## src/rtl/csp_channel_pkg.sv

```systemverilog
`default_nettype none
// ============================================================================
// Module      : csp_channel_pkg
// Description : Shared types for the CSP handshake channel: sender/receiver FSM
//               state encodings and the NoC packet field codes used by clients.
// Revision    : 1.0 - initial release
// ============================================================================
package csp_channel_pkg;

    typedef enum logic [0:0] {
        S_IDLE = 1'b0,
        S_ACK  = 1'b1
    } sendState_t;

    typedef enum logic [1:0] {
        R_IDLE = 2'b00,
        R_REQ  = 2'b01,
        R_WAIT = 2'b10
    } recvState_t;

    // NoC packet type field and end-of-stream marker
    localparam logic [1:0] TYPE_INPUT  = 2'b00;
    localparam logic [1:0] TYPE_KERNEL = 2'b01;
    localparam logic [1:0] TYPE_OUTPUT = 2'b11;
    localparam logic [9:0] DONE        = 10'h1FF;

endpackage
`default_nettype wire

```

## src/rtl/csp_fifo.sv

```systemverilog
`default_nettype none
// ============================================================================
// Module      : csp_fifo
// Description : Synchronous FIFO with registered occupancy; a push into a full
//               FIFO is accepted when a pop happens on the same edge.
// Revision    : 1.0 - initial release
// ============================================================================
module csp_fifo #(
    parameter int WIDTH = 64,
    parameter int DEPTH = 2
) (
    input  logic                       clk,
    input  logic                       rst,
    input  logic                       push,
    input  logic                       pop,
    input  logic [WIDTH-1:0]           wrData,
    output logic [WIDTH-1:0]           rdData,
    output logic                       full,
    output logic                       empty,
    output logic [$clog2(DEPTH+1)-1:0] count
);

    localparam int PTR_W = (DEPTH > 1) ? $clog2(DEPTH) : 1;
    localparam int CNT_W = $clog2(DEPTH + 1);
    localparam logic [PTR_W-1:0] c_PTR_LAST = PTR_W'(DEPTH - 1);
    localparam logic [CNT_W-1:0] c_CNT_FULL = CNT_W'(DEPTH);

    logic [WIDTH-1:0] r_mem [DEPTH];
    logic [PTR_W-1:0] r_wrPtr;
    logic [PTR_W-1:0] r_rdPtr;
    logic [CNT_W-1:0] r_count;
    logic             w_doPush;
    logic             w_doPop;

    assign full     = (r_count == c_CNT_FULL);
    assign empty    = (r_count == '0);
    assign count    = r_count;
    assign rdData   = r_mem[r_rdPtr];
    assign w_doPop  = pop && !empty;
    assign w_doPush = push && (!full || w_doPop);

    always_ff @(posedge clk) begin
        if (rst) begin
            r_wrPtr <= '0;
            r_rdPtr <= '0;
            r_count <= '0;
        end else begin
            if (w_doPush) begin
                r_wrPtr <= (r_wrPtr == c_PTR_LAST) ? '0 : r_wrPtr + 1'b1;
            end
            if (w_doPop) begin
                r_rdPtr <= (r_rdPtr == c_PTR_LAST) ? '0 : r_rdPtr + 1'b1;
            end
            case ({w_doPush, w_doPop})
                2'b10:   r_count <= r_count + 1'b1;
                2'b01:   r_count <= r_count - 1'b1;
                default: r_count <= r_count;
            endcase
        end
    end

    // Storage carries no reset; occupancy alone decides what is valid.
    always_ff @(posedge clk) begin
        if (w_doPush) begin
            r_mem[r_wrPtr] <= wrData;
        end
    end

endmodule
`default_nettype wire

```

## src/rtl/csp_handshake_channel.sv

```systemverilog
`default_nettype none
// ============================================================================
// Module      : csp_handshake_channel
// Description : 4-phase bundled-data point-to-point channel, sender and
//               receiver decoupled by csp_fifo. Optional counters via
//               CSP_CHANNEL_STATS_EN (xfer_cnt, stall_cnt).
// Revision    : 1.0 - initial release
// ============================================================================
module csp_handshake_channel
    import csp_channel_pkg::*;
#(
    parameter int WIDTH = 64,
    parameter int DEPTH = 2
) (
    input  logic                       clk,
    input  logic                       rst,
    input  logic                       s_req,
    input  logic [WIDTH-1:0]           s_data,
    output logic                       s_ack,
    output logic                       r_req,
    output logic [WIDTH-1:0]           r_data,
    input  logic                       r_ack,
    output logic [$clog2(DEPTH+1)-1:0] count
`ifdef CSP_CHANNEL_STATS_EN
    ,
    output logic [31:0]                xfer_cnt,
    output logic [31:0]                stall_cnt
`endif
);

    sendState_t       r_sendState;
    sendState_t       w_sendNext;
    recvState_t       r_recvState;
    recvState_t       w_recvNext;
    logic             w_push;
    logic             w_pop;
    logic             w_loadData;
    logic             w_full;
    logic             w_empty;
    logic [WIDTH-1:0] w_head;

    csp_fifo #(
        .WIDTH (WIDTH),
        .DEPTH (DEPTH)
    ) u_fifo (
        .clk    (clk),
        .rst    (rst),
        .push   (w_push),
        .pop    (w_pop),
        .wrData (s_data),
        .rdData (w_head),
        .full   (w_full),
        .empty  (w_empty),
        .count  (count)
    );

    always_ff @(posedge clk) begin
        if (rst) begin
            r_sendState <= S_IDLE;
            r_recvState <= R_IDLE;
            r_data      <= '0;
        end else begin
            r_sendState <= w_sendNext;
            r_recvState <= w_recvNext;
            if (w_loadData) begin
                r_data <= w_head;
            end
        end
    end

    // Sender: one push per rising s_req; a full FIFO still accepts when the
    // receiver pops on the same edge.
    always_comb begin
        w_sendNext = r_sendState;
        w_push     = 1'b0;
        s_ack      = 1'b0;
        case (r_sendState)
            S_IDLE: begin
                if (s_req && (!w_full || w_pop)) begin
                    w_push     = 1'b1;
                    w_sendNext = S_ACK;
                end
            end
            S_ACK: begin
                s_ack = 1'b1;
                if (!s_req) begin
                    w_sendNext = S_IDLE;
                end
            end
            default: w_sendNext = S_IDLE;
        endcase
    end

    always_comb begin
        w_recvNext = r_recvState;
        w_pop      = 1'b0;
        w_loadData = 1'b0;
        r_req      = 1'b0;
        case (r_recvState)
            R_IDLE: begin
                if (!w_empty) begin
                    w_loadData = 1'b1;
                    w_recvNext = R_REQ;
                end
            end
            R_REQ: begin
                r_req = 1'b1;
                if (r_ack) begin
                    w_pop      = 1'b1;
                    w_recvNext = R_WAIT;
                end
            end
            R_WAIT: begin
                if (!r_ack) begin
                    w_recvNext = R_IDLE;
                end
            end
            default: w_recvNext = R_IDLE;
        endcase
    end

`ifdef CSP_CHANNEL_STATS_EN
    always_ff @(posedge clk) begin
        if (rst) begin
            xfer_cnt  <= '0;
            stall_cnt <= '0;
        end else begin
            if (w_pop) begin
                xfer_cnt <= xfer_cnt + 32'd1;
            end
            if ((r_sendState == S_IDLE) && s_req && w_full) begin
                stall_cnt <= stall_cnt + 32'd1;
            end
        end
    end
`endif

endmodule
`default_nettype wire

```

## config.mk

```make
export PLATFORM = sky130hd
export DESIGN_NAME = csp_handshake_channel
export DESIGN_NICKNAME = d
export VERILOG_FILES = /design/src/rtl/csp_channel_pkg.sv /design/src/rtl/csp_fifo.sv /design/src/rtl/csp_handshake_channel.sv
export SDC_FILE = /design/constraint.sdc
export NUM_CORES = 1
export LEC_CHECK = 0
export ABC_AREA = 1
export CAP_MARGIN = 20
export CORE_MARGIN = 2
export CORE_UTILIZATION = 47
export CTS_CLUSTER_SIZE = 20
export DETAILED_ROUTE_END_ITERATION = 10
export GPL_ROUTABILITY_DRIVEN = 0
export PLACE_DENSITY = 0.76
export SYNTH_ARGS = -nofsm -noshare
export SYNTH_HDL_FRONTEND = slang
export SYNTH_SLANG_ARGS = --single-unit
```

## constraint.sdc

```tcl
create_clock -name clk -period 4.4 [get_ports clk]
set_clock_uncertainty 0.1 [all_clocks]
set_input_delay 0.88 -clock clk [delete_from_list [all_inputs] [get_ports clk]]
set_output_delay 0.88 -clock clk [all_outputs]
set_load 0.02 [all_outputs]
```

; After elaboration in Yosys (flattened, before gate mapping)
; Memories as Yosys holds them, arrays and structs flattened. A register that Yosys moved wholly into a read port is not among the register bits.
; Cells that the tools add are included.
[word_totals]
n_memories = 1
out_inout_bits = 68
reg_bits = 7
ram_bits = 128
in_bits = 68
word_cells = 49
[memory_table]
columns = name, words, word_bits, rd, rd_ports_with_merged_regs, wr, line_no
row1 = u_fifo.r_mem, 2, 64, 1, 1, 1, csp_fifo.sv:28  ; logic [WIDTH-1:0] r_mem [DEPTH];
[classes]
addsub = 4
reduce_logical = 11
eq_ne = 8
mux = 19
bitwise_logic = 1
[op_table]
columns = cell, n
row1 = $mux W1, 13
row2 = $eq A2 B2 Y1 const B, 3
row3 = $mux W2, 3
row4 = $ne A2 B2 Y1 const B, 3
row5 = $pmux W2 S3, 1
row6 = $eq A2 B1 Y1 const B, 2
row7 = $logic_not A2 Y1, 2
row8 = $pmux W2 S2, 1
row9 = $logic_and A1 B1 Y1, 3
row10 = $reduce_and A3 Y1, 1
row11 = $add A1 B1 Y1 const B, 2
row12 = $add A2 B1 Y2 const B, 1
row13 = $logic_not A1 Y1, 2
row14 = $logic_or A1 B1 Y1, 2
row15 = $pmux W1 S2, 1
row16 = $reduce_bool A2 Y1, 1
row17 = $sub A2 B1 Y2 const B, 1
row18 = $not A1 Y1, 1

; Longest topological paths before layout
[depth]
depth_word = 9
depth_mapped = 10
mapped_depth_nobuf = 10

; Hierarchy
; A second synthesis with hierarchy kept.
[unflattened]
hier_cells = 681
area_unflattened_um2 = 7991.4
[by_module_without_submodules]
columns = module, cells_per_inst, instances, seq_area_each_um2, area_per_inst_um2
row1 = csp_fifo, 238, 1, 3943.8, 4926.0
row2 = csp_handshake_channel, 443, 1, 1341.3, 3065.4

; Worst setup path after synthesis
; OpenSTA, ideal clock, no wires.
[synth_path]
path_kind = input to register
start = input r_ack
end = memory u_fifo.r_mem[0][0], enable pin
required_time_ns = 3.814
slack_ns = -0.033
path_stages = 4
arrival_time_ns = 3.847
setup_ns = 0.486
n_path_buf = 0
cell_sequence = nand3_1 nand2_1 nand2_1 nor2_1
[synth_between]
elab_chain_cells = 9
elab_cells_between_ends = 11
classes_between = 6 x mux / 5 x reduce/logical
[synth_rtl]
columns = item, line_no
row1 = start: declaration, csp_handshake_channel.sv:22  ; input logic r_ack,
row2 = $mux W1 (*), csp_handshake_channel.sv:108  ; if (r_ack) begin
row3 = $mux W1 (*), csp_handshake_channel.sv:99  ; case (r_recvState)
row4 = $logic_or A1 B1 Y1, csp_handshake_channel.sv:79  ; if (s_req && (!w_full || w_pop)) begin
row5 = $logic_and A1 B1 Y1, csp_handshake_channel.sv:79
row6 = $mux W1, csp_handshake_channel.sv:79
row7 = $mux W1, csp_handshake_channel.sv:77  ; case (r_sendState)
row8 = $logic_and A1 B1 Y1 (*), csp_fifo.sv:40  ; assign w_doPush = push && (!full || w_doPop);
row9 = $mux W1 (*), csp_fifo.sv:64  ; if (w_doPush) begin
row10 = $mux W1 (implied by the code) (*), csp_fifo.sv:65  ; r_mem[r_wrPtr] <= wrData;
row11 = end: declaration, csp_fifo.sv:28
; Every way passes the cells marked *; elsewhere a longest branch is shown, timed or not.

; Worst setup path after layout
[layout_path]
start = input r_ack
end = memory u_fifo.r_mem[0][42], enable pin
; Same word-level chain as after synthesis.

==> results.txt <==
- First-pass DRT Iterations: 4
- In the final timing run, aggregate negative setup slack is 0 ns.
- The kind of cell with the highest combined delay along the critical path is buffers and inverters.
- The number of hold-slack violations in the final timing report is 0.
* GRT overflow: 0
- CTS Root Buffer Type: sky130_fd_sc_hd__clkbuf_16
- For this run, the top clock speed supported by timing is about 360 MHz.
- The number of antenna violations at the first check in global routing was 0.
- Global routing used between 10% and 20% of the available tracks across all layers.
- Setup repair after global routing left no endpoint under its margin.
* Largest cells by area after synthesis: sky130_fd_sc_hd__edfxtp_1 53%, sky130_fd_sc_hd__dfxtp_1 20%, sky130_fd_sc_hd__o21ai_0 8.9%
- Worst-path maximum fanout: 24
* Total of flip-flops plus latches after synthesis: ~200
- After synthesis the cells add up to slightly above 7000 µm².
- Clock buffer depth: 2
- After detailed routing, the total wire length is ~15000 µm.
* Post-CTS setup buffer count: 0
* Number of inserted filler cells in the final layout: between 1000 and 1500
- Share of layout cells above drive strength 1: approximately 5.0%
* Static power due to leakage: between 3 and 4 nW
- Total number of yosys warnings: 0
- # nets final: 856
* Max-capacitance violation count: 0
* Syn-to-layout area delta: 28.01%
- Yosys mapped a number of flops with a built-in enable equal to between 100 and 150.
* Post-route DRC violation count: 0
- At the worst endpoint, the required time is between 4 and 5 ns.
- Number of design-rule violations left by the first detailed-router iteration: ~370
- After technology mapping, the gate count stands at around 660.
* Critical Setup Path Class: input port to register
* Path type of the worst min-delay path: register to register
- Cells fill roughly 62% of the core in the end.
* Final count of pins violating max slew: 0
- Port buffer count: between 100 and 150
* Syn Nets: between 700 and 800
- Via count of the first global-routing pass: 4800
- Startpoint type of the worst setup path: input port
- The most used flip-flop cell after synthesis is sky130_fd_sc_hd__edfxtp_1.
- Clock buffer count from CTS: 17
- Clock period minus worst slack: between 2 and 3 ns
- Dominant cell type by count on the critical path: sky130_fd_sc_hd__nand2_1
- Routed via count divided by cell count: about 4.9
- Most frequent cell after synthesis: sky130_fd_sc_hd__nor2_1
- Slowest library cell on the worst path: sky130_fd_sc_hd__clkdlybuf4s50_1
- Across all layers, the routed design uses 4847 vias.
* Clock latency of the later-clocked register in the worst-skew pair: roughly 0.43 ns
* Post-Layout Cell Count: about 1000
- In the synthesized netlist the async set-or-reset flop fraction comes to 0%.
* Floorplan die area: 16490 µm²
* CTS Hold Bufs: 0
- In this run the horizontal extent of the chip is about 130 µm.
- Remaining max-slew budget at the tightest pin: between 30% and 40%
* Count of distinct cell types in the synthesized netlist: 17
- The initial utilization of the core area, before any placement, comes to 48.05%.
- Entering global routing, the biggest net connects 131 pins.
- The critical path goes through clkdlybuf4s50_1 > nand3_1 > nand2_1 > nand2_1 > nor2_4 > buf_4.
- Detailed placement finished with a half-perimeter wire length of 9220 µm.
* First-pass GRT wire length: approximately 23000 µm
- After clock tree synthesis, the clock-pin slew on the worst setup and hold paths is about 0.070 ns.
* Post-synth top area cell: sky130_fd_sc_hd__edfxtp_1
* Ranking of synthesized cells by instance count: 141 x sky130_fd_sc_hd__nor2_1, 129 x sky130_fd_sc_hd__o21ai_0, 128 x sky130_fd_sc_hd__edfxtp_1
* Core Box Area: 15150 µm²
- From bottom edge to top edge, the die measures around 130 µm.
- Synth top area share: between 50% and 60%
- Buffer and inverter count on the worst path: 2
- Data on the critical path arrives at its endpoint at 2.74 ns.
- The worst setup path is captured at a register.
- In the final routed layout, each cell accounts on average for between 10 and 15 µm.
* Final cycle utilization of the critical path: slightly above 60%
* Clock tree from TritonCTS: yes
- Level count of the clock H-tree: 4
* # IOs: 136
- Worst VDD drop: 0.2860 mV
- Once placement completed, the tool counted placed cells totaling about 960.
* Endpoints failing setup: 0
- Antenna-violating nets left: 0
- Register area share after synthesis: between 70% and 80%
* Clock sink count: 199
* Count of instances resized after the clock tree is built: 0
* Worst hold-check slack: ~0.42 ns
- 0 antenna diodes ended up in the layout.
* Critical Path Max Stage Delay: approximately 0.5 ns
- The flow ran to the end, and the final reports show no timing, DRC or antenna violations.
- Power per cell area: between 500 and 600 nW/µm²
- The floorplan has 45 rows.
- At the pin with the least slew margin, the transition time is 0.9977 ns.
- Syn_area_per_cell: between 10 and 15 µm²
-- worst register-to-register path: cells and delay by family, from the launching register on --
kind	cells	cell delay, ns
buf+inv	1	0.43
simple gates	4	0.90
flops	1	0.46
-- per-stage QoR --
stage               worst slack, ns  cell area (µm²)  power, mW
detailed placement            1.189             8727      3.257
finish                        1.658             9315      4.680
floorplan                     1.037             7279      2.839
global route                  1.515             9315      4.896
CTS                           1.650             9288      4.717
global placement              1.253             8707      3.218
-- placed cells by master, fill, tap and decap left out, types with 2 or more instances in the layout --
cell type                         count
sky130_fd_sc_hd__nor2_1             140
sky130_fd_sc_hd__clkdlybuf4s50_1    135
sky130_fd_sc_hd__o21ai_0            129
sky130_fd_sc_hd__edfxtp_1           128
sky130_fd_sc_hd__nand2_1             73
sky130_fd_sc_hd__inv_1               70
sky130_fd_sc_hd__dfxtp_1             70
sky130_fd_sc_hd__clkbuf_16           18
sky130_fd_sc_hd__nand3_1              4
sky130_fd_sc_hd__a21oi_1              4
sky130_fd_sc_hd__clkinvlp_4           4
sky130_fd_sc_hd__inv_2                3
sky130_fd_sc_hd__clkinv_1             3
sky130_fd_sc_hd__buf_4                3
sky130_fd_sc_hd__nor2_4               2
sky130_fd_sc_hd__clkinv_4             2
sky130_fd_sc_hd__clkbuf_1             2
sky130_fd_sc_hd__buf_12               2
-- flip-flops by register name, indices dropped and copies added, names as in the netlist --
name	count
r_data	64
u_fifo.count	2
r_recvState	2
r_sendState	1
u_fifo.r_wrPtr	1
u_fifo.r_rdPtr	1
u_fifo.r_mem	128
-- layout make-up --
type | instances | area [µm²] | area share [%]
clock buffer | 20 | 457.9 | 4.916
clock inverter | 12 | 102.6 | 1.101
inverter | 73 | 274.0 | 2.942
multi-input combinational | 355 | 1535 | 16.48
sequential | 199 | 5269 | 56.56
tap | 188 | 235.2 | 2.525
timing repair buffer | 141 | 1441 | 15.47
-- worst paths after layout --
path	endpoint	start	slack [ns]	cells after the start
worst min-delay path	r_sendState$_SDFF_PP0_	r_sendState$_SDFF_PP0_	0.42	2
worst max-delay path	u_fifo.r_mem[0][42]$_DFFE_PP_	r_ack	1.66	6
worst min register to register	r_sendState$_SDFF_PP0_	r_sendState$_SDFF_PP0_	0.42	2
worst max register to register	u_fifo.r_mem[0][42]$_DFFE_PP_	u_fifo.count[0]$_SDFFE_PP0P_	2.19	5
-- kinds of logic after synthesis --
family	Yosys count	share of synthesized area, %
XOR/XNOR	1	0.1204
AO/OA/AOI/OAI	133	9.147
adder cells (fa/ha/maj)	1	0.1719
flip-flops	199	72.35
AND/OR/NAND/NOR	220	11.49
buffers and inverters	108	6.723
-- metal layers --
metal  vias to the layer above  share of wire, %  global-route usage [%]
met5                         -                 0                       0
met4                         0              0.96                   5.688
met3                        11               5.5                   5.322
met2                       138                52                   32.79
met1                      2270                42                   21.30
li1                       2428                 -                       -
-- power by group --
group	internal (mW)	total [mW]	switching (mW)	leakage, nW
clock	0.810	1.46	0.653	0.260
combinational	0.384	0.910	0.526	1.50
sequential	2.21	2.31	0.0934	1.77
Note: power is estimated with default switching activity, not from simulation.
